## src/rtl/button_event_ctrl.sv

```systemverilog
// Multi-channel push-button controller: one shared tick prescaler and a
// round-robin scan debounce all channels into a 4-deep event FIFO.

module button_sync #(
  parameter logic RST_VAL = 1'b1
) (
  input  logic i_clk,
  input  logic i_rst,
  input  logic d,
  output logic q
);
  logic s1;

  always_ff @(posedge i_clk)
    if (i_rst) {q, s1} <= {2{RST_VAL}};
    else       {q, s1} <= {s1, d};
endmodule

module button_event_ctrl #(
  parameter int NUM_SW      = 4,
  parameter int TICK_DIV    = 25000,
  parameter int DEBOUNCE_MS = 10,
  parameter int LONG_MS     = 1000
) (
  input  logic              i_clk,
  input  logic              i_rst,
  input  logic [NUM_SW-1:0] i_switch,
  input  logic              i_ovf_clr,
  input  logic              i_evt_ready,
  output logic [NUM_SW-1:0] o_switch,
  output logic              o_evt_valid,
  output logic [2:0]        o_evt_id,
  output logic [1:0]        o_evt_type,
  output logic              o_overflow
);
  localparam int IW    = $clog2(NUM_SW);
  localparam int PW    = $clog2(TICK_DIV);
  localparam int STW   = $clog2(DEBOUNCE_MS + 1);
  localparam int HW    = $clog2(LONG_MS + 1);
  localparam int DEPTH = 4;

  typedef enum logic [1:0] {
    EVT_PRESS   = 2'd0,
    EVT_RELEASE = 2'd1,
    EVT_LONG    = 2'd2
  } evt_type_e;

  typedef struct packed {
    logic [2:0] id;
    evt_type_e  typ;
  } evt_t;

  typedef enum logic {S_IDLE, S_SCAN} state_e;

  // Per-channel synchronisers; idle level is released (1)
  logic [NUM_SW-1:0] raw;

  for (genvar g = 0; g < NUM_SW; g++) begin : g_sync
    button_sync #(.RST_VAL(1'b1)) u_sync (
      .i_clk (i_clk),
      .i_rst (i_rst),
      .d     (i_switch[g]),
      .q     (raw[g])
    );
  end

  logic [PW-1:0] pre_cnt;
  logic          tick;

  always_ff @(posedge i_clk)
    if (i_rst) begin
      pre_cnt <= '0;
      tick    <= 1'b0;
    end else begin
      tick    <= (pre_cnt == PW'(TICK_DIV - 1));
      pre_cnt <= (pre_cnt == PW'(TICK_DIV - 1)) ? '0 : pre_cnt + 1'b1;
    end

  state_e        state, state_nx;
  logic [IW-1:0] idx, idx_nx;

  always_ff @(posedge i_clk)
    if (i_rst) begin
      state <= S_IDLE;
      idx   <= '0;
    end else begin
      state <= state_nx;
      idx   <= idx_nx;
    end

  always_comb begin
    state_nx = state;
    idx_nx   = idx;
    case (state)
      S_IDLE: if (tick) begin
        state_nx = S_SCAN;
        idx_nx   = '0;
      end
      S_SCAN: begin
        if (idx == IW'(NUM_SW - 1)) state_nx = S_IDLE;
        else                        idx_nx   = idx + 1'b1;
      end
      default: state_nx = S_IDLE;
    endcase
  end

  logic [NUM_SW-1:0][STW-1:0] stable;
  logic [NUM_SW-1:0][HW-1:0]  hold;
  logic [NUM_SW-1:0]          ldone;

  logic           scan, cur_raw, cur_lvl, chg, hit_db, hold_en, hit_long, push;
  logic [STW-1:0] st_inc;
  logic [HW-1:0]  hd_inc;
  evt_t           push_evt;

  // Update for the one channel under the scan pointer this cycle
  always_comb begin
    scan         = (state == S_SCAN);
    cur_raw      = raw[idx];
    cur_lvl      = o_switch[idx];
    st_inc       = stable[idx] + 1'b1;
    hd_inc       = hold[idx] + 1'b1;
    chg          = (cur_raw != cur_lvl);
    hit_db       = chg && (st_inc == STW'(DEBOUNCE_MS));
    hold_en      = !hit_db && !cur_lvl && !ldone[idx];
    hit_long     = hold_en && (hd_inc == HW'(LONG_MS));
    push         = scan && (hit_db || hit_long);
    push_evt.id  = 3'(idx);
    push_evt.typ = hit_db ? (cur_raw ? EVT_RELEASE : EVT_PRESS) : EVT_LONG;
  end

  always_ff @(posedge i_clk)
    if (i_rst) begin
      o_switch <= '1;
      stable   <= '0;
      hold     <= '0;
      ldone    <= '0;
    end else if (scan) begin
      if (hit_db) begin
        o_switch[idx] <= cur_raw;
        stable[idx]   <= '0;
        if (cur_raw) begin
          hold[idx]  <= '0;
          ldone[idx] <= 1'b0;
        end
      end else if (chg) begin
        stable[idx] <= st_inc;
      end else begin
        stable[idx] <= '0;
      end
      // ldone gates further counting, so hold saturates at LONG_MS
      if (hold_en) begin
        hold[idx] <= hd_inc;
        if (hit_long) ldone[idx] <= 1'b1;
      end
    end

  evt_t       mem [DEPTH];
  evt_t       head;
  logic [1:0] wr_ptr, rd_ptr;
  logic [2:0] count;
  logic       full, pop, push_ok;

  assign full        = (count == 3'(DEPTH));
  assign o_evt_valid = (count != 3'd0);
  assign pop         = o_evt_valid && i_evt_ready;
  assign push_ok     = push && (!full || pop);
  assign head        = mem[rd_ptr];
  assign o_evt_id    = head.id;
  assign o_evt_type  = head.typ;

  always_ff @(posedge i_clk)
    if (push_ok) mem[wr_ptr] <= push_evt;

  always_ff @(posedge i_clk)
    if (i_rst) begin
      wr_ptr     <= '0;
      rd_ptr     <= '0;
      count      <= '0;
      o_overflow <= 1'b0;
    end else begin
      if (push_ok) wr_ptr <= wr_ptr + 1'b1;
      if (pop)     rd_ptr <= rd_ptr + 1'b1;
      count <= count + 3'(push_ok) - 3'(pop);
      // A drop in the same cycle as a clear keeps the flag set
      if (push && full && !pop) o_overflow <= 1'b1;
      else if (i_ovf_clr)       o_overflow <= 1'b0;
    end
endmodule

```

## config.mk

```make
export PLATFORM = sky130hd
export DESIGN_NAME = button_event_ctrl
export DESIGN_NICKNAME = d
export VERILOG_FILES = /design/src/rtl/button_event_ctrl.sv
export SDC_FILE = /design/constraint.sdc
export NUM_CORES = 1
export LEC_CHECK = 0
export CORE_ASPECT_RATIO = 2
export CORE_MARGIN = 2
export CORE_UTILIZATION = 57
export CTS_BUF_LIST = sky130_fd_sc_hd__clkbuf_8
export DETAILED_ROUTE_END_ITERATION = 7
export PLACE_DENSITY = 0.78
export SYNTH_ARGS = -nofsm -noshare
export SYNTH_HDL_FRONTEND = slang
export SYNTH_SLANG_ARGS = --single-unit
```

## constraint.sdc

```tcl
create_clock -name i_clk -period 4.06 [get_ports i_clk]
set_input_delay 0.812 -clock i_clk [delete_from_list [all_inputs] [get_ports i_clk]]
set_output_delay 0.812 -clock i_clk [all_outputs]
set_load 0.01 [all_outputs]
```

==> impl_metrics.yaml, run 1 <==
finish:
  fin_nets: 546
  fill_cells: 601
  finalInstanceArea_mm2: 0.006037
  multi_input_area_mm2: 0.002511
  stdcell_count: 637
  syn_to_final_growth_pct: 16.94
  n_antenna_cell: 0
  regArea_mm2: 0.002504
  drive_gt1_share_pct: 19.81
logic_synthesis:
  async_reset_ff_share_pct: 0
  synth-warning-count: 0
  synthXorXnorAreaFrac_pct: 4.750
  yosys.area_share.simple_pct: 16.63
  synth_ff_type: "dfxtp_1"
  synth_top_family_by_area: "simple AND/OR/NAND/NOR gates"
  synthCells: 481
  synth_top_area_share_pct: 39.17
  muxShareOfSynthArea_pct: 10.35
  seq_area_frac_synth_pct: 48.47
  ys_ff_latch: 117
  synth_compound_area_share_pct: 12.82
  synth-adder-area-share_pct: 4.023
  synth_area_leader_cell: "dfxtp_1"
  synth_cell_type_count: 48
  netlist_area_mm2: 0.005162
  synth_edf_count: 16
  syn_avg_cell_area_um2: 10.73
  synth.most_common_cell: "dfxtp_1"
  synth_area_leaders: "dfxtp_1 (39%), edfxtp_1 (9.3%), mux4_2 (7.4%)"
  synth_common_cells: "dfxtp_1 (101), nand2_1 (50), nor2_1 (50)"
  syn-num-nets: 505
worst_hold_path:
  hp-class: "register to register"
  hold-path-cell-count: 1
detailed_routing:
  vias: 3886
  viasPerCell: 6.100
  wl_per_cell_um: 18.89
  dr_wl_met2_mm: 6.802
  first_pass_iters: 5
  wirelength_mm: 12.04
  drc: 0
  final_antenna_net_count: 0
  drt_iter0_drc: 313
  wl_met3_um: 548
  dr.max_layer_used: "met4"
  drt-met1-wl_mm: 4.044
sta:
  setup_viol: 0
  rsz0062_at_grt: "false"
  timing.final.crit_share_pct: 93.90
  worstMarginPinSlew_ns: 0.7261
  whs_ns: 0.4108
  fin_skew_ns: 0.008836
  finalSetupTns_ns: 0
  fmax_mhz: 262.3
  post-route-worst-setup-slack_ns: 0.2475
  period_needed_ns: 3.813
  drv_slew: 0
  slew_headroom_pct: 51.59
  hold_viol: 0
die:
  die_w_um: 71.30
  die_y_um: 138.6
  row_count: 49
  core_mm2: 0.008890
  initial_core_util_pct: 58.07
  die-area_mm2: 0.009880
  ios: 19
critical_path:
  end_kind: "register"
  critical_path_class: "register to register"
  cp_cell_sequence: "mux4_2 > ha_1 > or4b_4 > o21ai_2 > nand4_2 > a211oi_4 > o211a_4 > inv_1 > ha_1 > inv_1 > ha_1 > fa_1 > xnor2_2 > xnor2_1 > nor2_1"
  cp.depth: 15
  critPathTopFamily: "adder cells"
  worstPathRequired_ns: 4.37
  critPathMaxStageDelay_ns: 0.54
  cpMostUsedCell: "ha_1"
  r2r_cells: 15
  startpoint_type: "register"
  crit_buf_inv: 2
  cp_data_arrival_time_ns: 4.12
  worst_path_max_delay_cell: "or4b_4"
  crit_fanout: 5
pwr:
  pwr-share-clk_pct: 46.7
  ir_drop_v: 0.0004128
  seqPwrFrac_pct: 45.5
  p_sw_uw: 586.1
  p_sw_share_pct: 21.63
  p_int_mw: 2.124
  p_per_area_mw_per_mm2: 448.9
  combinationalPowerShare_pct: 7.8
  power.leakage_nw: 2.213
placement:
  dp.cells: 601
  dpl_cell_area_mm2: 0.005522
  portBuffers: 17
  gp_congestion: 0.9778
  dpl.hpwl_mm: 8.439
  place_ws_ns: 0.1223
clock_tree:
  cts_hold_buf: 0
  clockBufferDepth: 2
  clk_pin_slew_ns: 0.07
  cts_tree: "built"
  clk-insertion-delay-late_ns: 0.43
  cts_sinks: 117
  cts_root_buf: "clkbuf_8"
  h-tree-depth: 4
  cts_buffers: 17
global_routing:
  grt_pass1_wl_mm: 19.29
  grt_start_max_net_pins: 35
  grt_pass1_vias: 4034
  antenna_found_initial: 0
  grt-ovfl-total: 0
  track_usage_pct: 25.32
run_status:
  outcome: "complete, no violations"
flow_run:
  maxCapViolations: 0
## routing by layer
layer	vias up	track usage, %
met3	57	4.869
met2	166	46.98
met1	1866	24.92
li1	1797	-
met4	0	14.70
met5	-	0
## stage by stage
| stage | util [%] | total power [mW] |
|---|---|---|
| after floorplan | - | 1.389 |
| after global placement | 62.11 | 1.451 |
| after detailed placement | 62.11 | 1.458 |
| after CTS | 67.52 | 2.717 |
| after global routing | 67.91 | 2.796 |
| final | 67.91 | 2.710 |
## sequential cells by signal (all words and copies together), names as in the netlist, 4 cells and up, named ones only
name,cells
ldone,4
g_sync.u_sync.q,4
stable,16
pre_cnt,15
mem,16
g_sync.u_sync.s1,4
hold,40
o_switch,4
## repair_timing
item | in CTS | in global routing
setup buffers | 0 | 4
setup endpoints to repair | 0 | 1
resized for setup | 0 | 5
## worst reg2reg max path, stage by stage (launching register included)
cell and delay [ns]:
dfxtp_2 0.39, mux4_2 0.53, ha_1 0.25, or4b_4 0.54
o21ai_2 0.07, nand4_2 0.13, a211oi_4 0.31, o211a_4 0.19
inv_1 0.04, ha_1 0.26, inv_1 0.04, ha_1 0.18
fa_1 0.40, xnor2_2 0.16, xnor2_1 0.13, nor2_1 0.06
## power by group through the flow
stage | combinational, mW | sequential, mW | clock, mW
finish | 0.211 | 1.23 | 1.27
detailed placement | 0.200 | 1.26 | 0
global placement | 0.195 | 1.26 | 0
CTS | 0.202 | 1.23 | 1.28
floorplan | 0.139 | 1.25 | 0
global route | 0.231 | 1.24 | 1.33
## worst paths after layout
path / from / end / slack [ns]
min reg2reg: g_sync[2].u_sync.s1$_SDFF_PP1_ / g_sync[2].u_sync.q$_SDFF_PP1_ / 0.41
max reg2reg: idx[1]$_SDFFE_PP0P_ / count[2]$_SDFF_PP0_ / 0.25
max: idx[1]$_SDFFE_PP0P_ / count[2]$_SDFF_PP0_ / 0.25
min: g_sync[2].u_sync.s1$_SDFF_PP1_ / g_sync[2].u_sync.q$_SDFF_PP1_ / 0.41
## placed cells by master, fill, tap and decap left out, types with 18 or more instances in the layout
cell,Yosys,layout
a21oi_1,23,23
nand2_1,50,50
a22o_1,40,40
buf_4,2,23
clkbuf_8,0,18
mux4_2,17,19
dfxtp_1,101,100
nor2_1,50,50
## final cells by class
type                    instances  area share [%]
clock buffers                  18           4.104
well taps                     102           2.114
inverters                      12          0.7461
clock inverters                14           3.855
repair buffers                 42           6.114
flip-flops and latches        117           41.47
multi-input cells             332           41.60
## cells by family after synthesis
family	Yosys count
xor+xnor	28
compound gates	87
flops	117
buf+inv	32
mux	25
fa+ha+maj	16
other cells	1
simple gates	175
Note: power is estimated with default switching activity, not from simulation.
==> run 2: changes to the inputs <==
--- a/config.mk
+++ b/config.mk
@@ -10,7 +10,7 @@
 export CORE_UTILIZATION = 57
 export CTS_BUF_LIST = sky130_fd_sc_hd__clkbuf_8
 export DETAILED_ROUTE_END_ITERATION = 7
-export PLACE_DENSITY = 0.78
+export PLACE_DENSITY = 0.9
 export SYNTH_ARGS = -nofsm -noshare
 export SYNTH_HDL_FRONTEND = slang
 export SYNTH_SLANG_ARGS = --single-unit
==> impl_metrics.yaml, run 2 (synthesized netlist as in run 1, its figures left out) <==
run_status:
  outcome: "complete, no violations"
pwr:
  p_per_area_mw_per_mm2: 434.4
  p_int_mw: 1.963
  p_sw_uw: 604.5
  pwr-share-clk_pct: 43.1
  ir_drop_v: 0.0004208
  power.leakage_nw: 2.141
  seqPwrFrac_pct: 48.2
  combinationalPowerShare_pct: 8.6
  p_sw_share_pct: 23.54
die:
  row_count: 49
  initial_core_util_pct: 58.07
  ios: 19
  die_w_um: 71.30
  die-area_mm2: 0.009880
  die_y_um: 138.6
  core_mm2: 0.008890
sta:
  hold_viol: 0
  whs_ns: 0.4163
  timing.final.crit_share_pct: 97.52
  post-route-worst-setup-slack_ns: 0.1007
  fmax_mhz: 252.6
  fin_skew_ns: 0.01752
  setup_viol: 0
  worstMarginPinSlew_ns: 0.6546
  drv_slew: 0
  slew_headroom_pct: 56.20
  period_needed_ns: 3.959
detailed_routing:
  wl_per_cell_um: 22.05
  vias: 4147
  final_antenna_net_count: 0
  first_pass_iters: 7
  drc: 0
  drt_iter0_drc: 428
  wirelength_mm: 13.80
  viasPerCell: 6.625
clock_tree:
  cts_root_buf: "clkbuf_8"
  cts_tree: "built"
  clk-insertion-delay-late_ns: 0.44
  cts_sinks: 117
  h-tree-depth: 4
  cts_hold_buf: 0
  cts_buffers: 17
  clockBufferDepth: 2
  clk_pin_slew_ns: 0.06
critical_path:
  startpoint_type: "register"
  rr_startpoint: "idx[0]$_SDFFE_PP0P_"
  worst_path_max_delay_cell: "mux4_2"
  crit_fanout: 20
  cp_data_arrival_time_ns: 4.25
  startpoint: "idx[0]$_SDFFE_PP0P_"
  worstPathRequired_ns: 4.35
  end_kind: "register"
  r2r_end: "count[2]$_SDFF_PP0_"
  r2r_setup_slack_ns: 0.10
  critPathMaxStageDelay_ns: 0.59
  critical_path_class: "register to register"
  critPathCapture: "count[2]$_SDFF_PP0_"
  r2r_cells: 17
  cp_cell_sequence: "buf_12 > mux4_2 > ha_2 > nand2_1 > a21oi_1 > o211ai_1 > nand2_2 > a211oi_4 > o211a_4 > inv_1 > ha_1 > inv_1 > ha_1 > fa_1 > xnor2_2 > xnor2_1 > nor2_1"
finish:
  n_antenna_cell: 0
  regMostFlops: "hold"
  regArea_mm2: 0.002504
  final_cell_mix: "dfxtp_1 (100), nand2_1 (50), nor2_1 (50)"
  syn_to_final_growth_pct: 14.52
  fill_cells: 546
  largest_reg_flops: 40
  multi_input_area_mm2: 0.002531
  layout_commonest_cell: "dfxtp_1"
  top_regs: "hold x40, mem x16, stable x16"
  fin_nets: 536
  utilization_pct: 66.50
  drive_gt1_share_pct: 18.70
global_routing:
  track_usage_pct: 28.65
  grt_start_max_net_pins: 36
  grt_pass1_vias: 4190
  antenna_found_initial: 0
  grt_pass1_wl_mm: 21.67
  grt-ovfl-total: 0
flow_run:
  maxCapViolations: 0
worst_hold_path:
  hp-class: "register to register"
placement:
  portBuffers: 17
  gp_congestion: 0.9162
  dpl.hpwl_mm: 8.430
  place_ws_ns: 0.007343
[run 2: power by group through the flow]
| stage | Combinational [mW] | Clock, mW | Sequential [mW] |
|---|---|---|---|
| after floorplan | 0.139 | 0 | 1.25 |
| after global placement | 0.188 | 0 | 1.26 |
| after detailed placement | 0.204 | 0 | 1.26 |
| after CTS | 0.208 | 1.10 | 1.24 |
| after global routing | 0.235 | 1.16 | 1.24 |
| final | 0.222 | 1.11 | 1.24 |
[run 2: routing by layer]
| layer | share of wire, % | GRT usage (%) | routed length [um] | vias up |
|---|---|---|---|---|
| met5 | 0 | 0 | 0 | - |
| met4 | 6.7 | 17.68 | 926 | 0 |
| met3 | 7.1 | 7.922 | 981 | 90 |
| met2 | 53 | 50.44 | 7283 | 277 |
| met1 | 33 | 28.80 | 4611 | 2005 |
| li1 | - | - | - | 1775 |
[run 2: repair_timing]
item	4_1_cts	5_1_grt
buffers inserted	1	4
gates resized for setup	1	9
pin swaps	2	3
endpoints found under the setup margin	1	1
[run 2: worst max-delay path, delay by kind of cell (launching register included)]
| kind | cells | cell delay (ns) |
|---|---|---|
| AND/OR/NAND/NOR | 3 | 0.29 |
| buffers and inverters | 3 | 0.27 |
| adder cells (fa/ha/maj) | 4 | 1.11 |
| multiplexers | 1 | 0.59 |
| flip-flops | 1 | 0.35 |
| XOR/XNOR | 2 | 0.34 |
| AO/OA/AOI/OAI | 4 | 0.86 |
[run 2: cell type report]
| type | instances | area share (%) |
|---|---|---|
| clock buffers | 20 | 4.656 |
| clock inverters | 11 | 2.286 |
| well taps | 102 | 2.159 |
| repair buffers | 32 | 4.974 |
| inverters | 12 | 0.7619 |
| multi-input cells | 332 | 42.81 |
| flip-flops and latches | 117 | 42.35 |
[run 2: worst min-delay path by stage]
stage,endpoint,cells past startpoint,start,slack (ns)
3_5_place_dp,g_sync[1].u_sync.q$_SDFF_PP1_,1,g_sync[1].u_sync.s1$_SDFF_PP1_,0.39
5_1_grt,g_sync[2].u_sync.q$_SDFF_PP1_,1,g_sync[2].u_sync.s1$_SDFF_PP1_,0.44
4_1_cts,g_sync[2].u_sync.q$_SDFF_PP1_,1,g_sync[2].u_sync.s1$_SDFF_PP1_,0.42
6_report,g_sync[2].u_sync.q$_SDFF_PP1_,1,g_sync[2].u_sync.s1$_SDFF_PP1_,0.42
2_1_floorplan,g_sync[0].u_sync.q$_SDFF_PP1_,1,g_sync[0].u_sync.s1$_SDFF_PP1_,0.39
3_3_place_gp,g_sync[1].u_sync.q$_SDFF_PP1_,1,g_sync[1].u_sync.s1$_SDFF_PP1_,0.39
[run 2: metrics by stage]
stage	cells	setup TNS [ns]	instance area [um^2]	total power, mW
final	626	0	5912	2.568
after global routing	626	-0.04770	5912	2.632
after CTS	622	0	5853	2.543
after detailed placement	590	0	5439	1.464
after global placement	590	0	5439	1.444
after floorplan	481	0	5162	1.389
